`src/rtl/note_render_pkg.sv`:
```
// Shared types and constants for the note sprite renderer.
package note_render_pkg;

  localparam int unsigned COORD_W          = 10;
  localparam int unsigned ADDR_W           = 10;
  localparam int unsigned SPR_W_DEFAULT    = 20;
  localparam int unsigned SPR_H_DEFAULT    = 30;
  localparam int unsigned V_ACTIVE_DEFAULT = 480;

  // One note slot: glyph top-left corner and visibility.
  typedef struct packed {
    logic [COORD_W-1:0] x;
    logic [COORD_W-1:0] y;
    logic               show;
  } note_slot_t;

endpackage

```
`src/rtl/note_hit_test.sv`:
```
// Combinational bounding-box test of one raster coordinate against one note slot.
module note_hit_test
  import note_render_pkg::*;
#(
  parameter int unsigned SPR_W = SPR_W_DEFAULT,
  parameter int unsigned SPR_H = SPR_H_DEFAULT,
  parameter int unsigned DX_W  = $clog2(SPR_W),
  parameter int unsigned DY_W  = $clog2(SPR_H)
) (
  input  logic [COORD_W-1:0] hcount,
  input  logic [COORD_W-1:0] vcount,
  input  note_slot_t         slot,
  output logic               hit,
  output logic [DX_W-1:0]    dx,
  output logic [DY_W-1:0]    dy
);

  localparam int unsigned OFF_W = COORD_W + 1;

  logic signed [OFF_W-1:0] off_x;
  logic signed [OFF_W-1:0] off_y;
  logic                    in_x;
  logic                    in_y;

  // One extra sign bit so a pixel left of / above the glyph never aliases into range.
  assign off_x = $signed({1'b0, hcount}) - $signed({1'b0, slot.x});
  assign off_y = $signed({1'b0, vcount}) - $signed({1'b0, slot.y});

  assign in_x = !off_x[OFF_W-1] && (off_x < $signed(OFF_W'(SPR_W)));
  assign in_y = !off_y[OFF_W-1] && (off_y < $signed(OFF_W'(SPR_H)));

  assign hit = slot.show && in_x && in_y;
  assign dx  = off_x[DX_W-1:0];
  assign dy  = off_y[DY_W-1:0];

endmodule

```
`src/rtl/note_sprite_renderer.sv`:
```
// Note sprite renderer: double-buffered note table, per-slot hit test, priority
// select, glyph ROM addressing and a 3-stage delay-aligned pixel/sync pipeline.
// Optional build macro NOTE_BBOX_DEBUG_EN also lights the bounding-box border.
module note_sprite_renderer
  import note_render_pkg::*;
#(
  parameter int unsigned NUM_NOTES = 8,
  parameter int unsigned SPR_W     = SPR_W_DEFAULT,
  parameter int unsigned SPR_H     = SPR_H_DEFAULT,
  parameter int unsigned V_ACTIVE  = V_ACTIVE_DEFAULT
) (
  input  logic                         clk,
  input  logic                         reset_n,
  input  logic [COORD_W-1:0]           hcount,
  input  logic [COORD_W-1:0]           vcount,
  input  logic                         de,
  input  logic                         hsync_n,
  input  logic                         vsync_n,
  input  logic                         wr_valid,
  output logic                         wr_ready,
  input  logic [$clog2(NUM_NOTES)-1:0] wr_idx,
  input  logic [COORD_W-1:0]           wr_x,
  input  logic [COORD_W-1:0]           wr_y,
  input  logic                         wr_show,
  output logic [ADDR_W-1:0]            rom_addr,
  input  logic                         rom_pixel,
  output logic                         pixel_on,
  output logic                         de_out,
  output logic                         hsync_n_out,
  output logic                         vsync_n_out
);

  localparam int unsigned DX_W = $clog2(SPR_W);
  localparam int unsigned DY_W = $clog2(SPR_H);

  note_slot_t        shadow_q [NUM_NOTES];
  note_slot_t        active_q [NUM_NOTES];

  logic              commit_c;
  logic [NUM_NOTES-1:0] hit_a;
  logic [DX_W-1:0]   dx_a [NUM_NOTES];
  logic [DY_W-1:0]   dy_a [NUM_NOTES];

  logic              sel_hit;
  logic [DX_W-1:0]   sel_dx;
  logic [DY_W-1:0]   sel_dy;
  logic [ADDR_W-1:0] addr_c;
  logic              live_c;

  logic              hit_d1, de_d1, hs_d1, vs_d1;
  logic              hit_d2, de_d2, hs_d2, vs_d2;
`ifdef NOTE_BBOX_DEBUG_EN
  logic              border_c;
  logic              border_d1, border_d2;
`endif

  // Commit happens on the first pixel of the first blanking line; writes stall there.
  assign commit_c = (vcount == COORD_W'(V_ACTIVE)) && (hcount == '0);
  assign wr_ready = ~commit_c;

  // Shadow table takes writes; active table snapshots it at the commit point.
  always_ff @(posedge clk or negedge reset_n) begin
    if (!reset_n) begin
      for (int i = 0; i < int'(NUM_NOTES); i++) begin
        shadow_q[i] <= '0;
        active_q[i] <= '0;
      end
    end else if (commit_c) begin
      active_q <= shadow_q;
    end else if (wr_valid && wr_ready) begin
      shadow_q[wr_idx] <= '{x: wr_x, y: wr_y, show: wr_show};
    end
  end

  // One box checker per slot against the active table.
  for (genvar g = 0; g < int'(NUM_NOTES); g++) begin : g_hit
    note_hit_test #(
      .SPR_W (SPR_W),
      .SPR_H (SPR_H),
      .DX_W  (DX_W),
      .DY_W  (DY_W)
    ) u_hit (
      .hcount (hcount),
      .vcount (vcount),
      .slot   (active_q[g]),
      .hit    (hit_a[g]),
      .dx     (dx_a[g]),
      .dy     (dy_a[g])
    );
  end

  // Priority select: scanning downward so the lowest-indexed hit is written last.
  always_comb begin
    sel_hit = 1'b0;
    sel_dx  = '0;
    sel_dy  = '0;
    for (int i = int'(NUM_NOTES) - 1; i >= 0; i--) begin
      if (hit_a[i]) begin
        sel_hit = 1'b1;
        sel_dx  = dx_a[i];
        sel_dy  = dy_a[i];
      end
    end
  end

  // Glyph address dy*SPR_W + dx; 20-wide glyphs use the 16+4 shift-add form.
  if (SPR_W == 20) begin : g_addr_shift
    assign addr_c = (ADDR_W'(sel_dy) << 4) + (ADDR_W'(sel_dy) << 2) + ADDR_W'(sel_dx);
  end else begin : g_addr_mul
    assign addr_c = ADDR_W'(sel_dy * SPR_W) + ADDR_W'(sel_dx);
  end

  assign live_c = de && sel_hit;

`ifdef NOTE_BBOX_DEBUG_EN
  assign border_c = (sel_dx == '0) || (sel_dx == DX_W'(SPR_W - 1)) ||
                    (sel_dy == '0) || (sel_dy == DY_W'(SPR_H - 1));
`endif

  // Stage 1: register ROM address, hit flag and raster controls.
  always_ff @(posedge clk or negedge reset_n) begin
    if (!reset_n) begin
      rom_addr  <= '0;
      hit_d1    <= 1'b0;
      de_d1     <= 1'b0;
      hs_d1     <= 1'b1;
      vs_d1     <= 1'b1;
`ifdef NOTE_BBOX_DEBUG_EN
      border_d1 <= 1'b0;
`endif
    end else begin
      rom_addr  <= live_c ? addr_c : '0;
      hit_d1    <= live_c;
      de_d1     <= de;
      hs_d1     <= hsync_n;
      vs_d1     <= vsync_n;
`ifdef NOTE_BBOX_DEBUG_EN
      border_d1 <= live_c && border_c;
`endif
    end
  end

  // Stage 2: track the ROM's own register delay.
  always_ff @(posedge clk or negedge reset_n) begin
    if (!reset_n) begin
      hit_d2    <= 1'b0;
      de_d2     <= 1'b0;
      hs_d2     <= 1'b1;
      vs_d2     <= 1'b1;
`ifdef NOTE_BBOX_DEBUG_EN
      border_d2 <= 1'b0;
`endif
    end else begin
      hit_d2    <= hit_d1;
      de_d2     <= de_d1;
      hs_d2     <= hs_d1;
      vs_d2     <= vs_d1;
`ifdef NOTE_BBOX_DEBUG_EN
      border_d2 <= border_d1;
`endif
    end
  end

  // Stage 3: merge the ROM bit and register the aligned output stream.
  always_ff @(posedge clk or negedge reset_n) begin
    if (!reset_n) begin
      pixel_on    <= 1'b0;
      de_out      <= 1'b0;
      hsync_n_out <= 1'b1;
      vsync_n_out <= 1'b1;
    end else begin
`ifdef NOTE_BBOX_DEBUG_EN
      pixel_on    <= hit_d2 & (rom_pixel | border_d2);
`else
      pixel_on    <= hit_d2 & rom_pixel;
`endif
      de_out      <= de_d2;
      hsync_n_out <= hs_d2;
      vsync_n_out <= vs_d2;
    end
  end

endmodule

```
`config.mk`:
```
export PLATFORM = sky130hd
export DESIGN_NAME = note_sprite_renderer
export DESIGN_NICKNAME = d
export VERILOG_FILES = /design/src/rtl/note_render_pkg.sv /design/src/rtl/note_hit_test.sv /design/src/rtl/note_sprite_renderer.sv
export SDC_FILE = /design/constraint.sdc
export NUM_CORES = 1
export LEC_CHECK = 0
export BUFFER_PORTS_ARGS = -buffer_cell sky130_fd_sc_hd__buf_4
export CAP_MARGIN = 25
export CORE_ASPECT_RATIO = 1.2
export CORE_MARGIN = 4
export CORE_UTILIZATION = 50
export DETAILED_ROUTE_END_ITERATION = 12
export GPL_TIMING_DRIVEN = 0
export MAX_ROUTING_LAYER = met4
export PLACE_DENSITY = 0.77
export SETUP_SLACK_MARGIN = 0.15
export SLEW_MARGIN = 20
export SYNTH_ARGS = -nofsm -noshare
export SYNTH_HDL_FRONTEND = slang
export SYNTH_SLANG_ARGS = --single-unit
```
`constraint.sdc`:
```
create_clock -name clk -period 7.8 [get_ports clk]
set_clock_uncertainty 0.2 [all_clocks]
set_input_delay 1.17 -clock clk [delete_from_list [all_inputs] [get_ports clk]]
set_output_delay 1.17 -clock clk [all_outputs]
set_load 0.05 [all_outputs]
```
==> impl_metrics.ini <==
[outcome]
status = finished, final reports clean

[floorplan]
dieArea_um2 = 47100
rows = 83
start_util_pct = 50.7
die_h_um = 237
placeableCoreArea_um2 = 43000
die_x_um = 199
ios = 66

[logic_synthesis]
synth.largest_area_cell = dfrtp_1
ys_seq_area_share_pct = 41.1
synth_area_leaders = dfrtp_1, mux2_2, ha_1
synth-edff-count = 0
syn_area_per_cell_um2 = 9.74
synth_area_um2 = 21800
synth_ff_type = dfrtp_1
ys_types = 86
synthCells = 2240
ys_warn_count = 0
ys_ff_latch = 358
synth_top_area_share_pct = 40.4
synth_nets = 2478
async_flop_share_pct = 100

[critical_path]
critPathTopFamily = compound AO/OA/AOI/OAI gates
slowest_stage = fa_1
startpoint_type = primary input
critPathArrivalTime_ns = 7.62
r2r-end = rom_addr[8]
cp-end-kind = register
slowest_delay_ns = 0.61
r2r_slack_ns = 1.25
reg2reg_depth = 24
cp_num_buf_inv = 5
path_max_fanout = 10
r2r-start = active_q[32]
crit_type = primary input to register
worstPathRequired_ns = 7.99

[place]
dp.cells = 2861
place_congestion = 0.999
portBuffers = 64
dp_hpwl_um = 48800

[timing]
fmax_mhz = 135
rsz0062_at_grt = no
final.min_clock_period_ns = 7.43
maxSlewViolCount = 0
hold_viol = 0
slew_headroom_pct = 32.1
tightest_slew_ns = 1.02
min_period_over_period_pct = 95.3
finalSetupViolations = 0

[worst_hold_path]
hold_path_end = de_out
min_path_type = register to register
min_path_cells = 0
hold_start = de_d2

[final_layout]
areaGrowthSynthToFinish_pct = 12.0
diodes = 0
layout_common_cells = dfrtp_1, o21ai_0, inv_1
final_util_pct = 56.8
instances_no_fill = 2924
post_route_cells_drive_above_1_share_pct = 15.5
layout.nets = 2586
final_common_cell = dfrtp_1

[power]
clock_power_share_pct = 41.7
peakVddDrop_mv = 0.129
totalPowerFinal_uw = 4710
p_comb_share_pct = 12.5
swShare_pct = 25.4
p_seq_share_pct = 45.8
powerDensity_nw_per_um2 = 193
leakagePower_uw = 0.0114
p_int_uw = 3510
p_switching_uw = 1200

[drt]
wl_per_cell_um = 23.9
top_layer = met4
wl_met3_um = 4340
drc = 0
drt-initial-drc-count = 1673
dr.pass1.iters = 6
num_vias = 17900
wl_met2_um = 33200
antenna_left = 0
viasPerCell = 6.13
wl_met1_um = 26900
routed_wl_um = 69800

[global_routing]
grt_pass1_wl_um = 105000
grt_max_degree = 103
antenna_found_initial = 3
grt_use_total_pct = 30.1
grt-ovfl-total = 0
first_global_vias = 17800

[clocking]
postCtsSetupRepairBufs = 0
cts-root-buf = clkbuf_16
h-tree-depth = 2
clock_path_buffers = 3
cts_num_sinks = 358
cts_tree = built
clock_latency_ns = 0.55
clkTransAtPathRegs_ns = 0.06
numCtsBuffers = 37

[job]
cap_violations = 0
## synthesized netlist by cell type, types with 10 or more instances
cell	instances
a211oi_1	14
o21ai_0	225
xnor2_1	44
a31oi_1	13
o31ai_1	13
a221oi_1	11
or3_1	11
nand2b_1	35
nor2b_1	33
a21o_1	20
xor2_1	30
inv_1	221
clkbuf_1	59
nand3_1	22
nor3_1	43
or2_2	11
nand4_1	10
nor4_1	13
o21a_1	17
fa_1	18
mux2_2	195
a21oi_1	97
o211ai_1	11
dfrtp_1	352
nand2_1	198
nor3b_1	10
ha_1	169
nor2_1	122
mux2i_1	22
and2_1	14
## state kept, by name, summed over array words and instances, names as in the netlist
signal       flops
hs_d2            1
hs_d1            1
hit_d1           1
rom_addr        10
de_out           1
pixel_on         1
de_d1            1
shadow_q       168
de_d2            1
hit_d2           1
vs_d1            1
hsync_n_out      1
vs_d2            1
vsync_n_out      1
active_q       168
## metal layers
layer | vias up | global-route usage, %
met5 | - | -
met3 | 235 | 3.39
li1 | 8128 | -
met2 | 705 | 49.1
met4 | 0 | 17.1
met1 | 8865 | 36.2
## worst max path at each step
stage,slack (ns),endpoint,depth (start not counted),from
finish,0.37,rom_addr[8],26,hcount[0]
global route,0.16,rom_addr[8],26,hcount[0]
CTS,0.40,rom_addr[8],25,hcount[0]
detailed placement,-0.14,rom_addr[8],25,hcount[0]
global placement,-0.25,rom_addr[8],24,hcount[0]
floorplan,1.21,rom_addr[8],25,vcount[0]
## stage by stage
stage	instance area (µm²)	hold WS [ns]	setup slack, ns	TNS, ns
after CTS	24400	0.152	0.400	0
after floorplan	21800	0.131	1.21	0
after global routing	24400	0.157	0.161	0
after detailed placement	23100	0.138	-0.142	-0.142
final	24400	0.150	0.365	0
after global placement	23000	0.131	-0.250	-0.250
## cell families after synthesis
logic type	share of synthesized area (%)
DFF	41.1
buffers and inverters	5.11
AOI/OAI and AO/OA	15.8
adders and majority gates	11.3
and+or+nand+nor	12.7
xor gates and xnor gates	2.97
muxes	11.1
## power groups by stage
stage	logic (µW)	clock network (µW)	registers (µW)
finish	587	1960	2160
global route	633	2050	2170
CTS	584	1980	2150
detailed placement	581	0	2180
global placement	553	0	2170
floorplan	358	0	2150
## layout make-up
| class | instances | area (µm²) |
|---|---|---|
| Fill cell | 3685 | 18600 |
| Multi-Input combinational cell | 1589 | 11800 |
| Sequential cell | 358 | 8970 |
| Clock buffer | 48 | 1060 |
| Inverter | 221 | 830 |
| Tap cell | 552 | 691 |
| Timing Repair Buffer | 69 | 581 |
| Buffer | 72 | 287 |
| Clock inverter | 15 | 273 |
## what timing repair did
| action | CTS | global route |
|---|---|---|
| hold endpoints to repair | 0 | 0 |
| resized for setup | 0 | 1 |
| hold buffers | 0 | 0 |
| endpoints found under the setup margin | 0 | 1 |
Note: power is estimated with default switching activity, not from simulation.
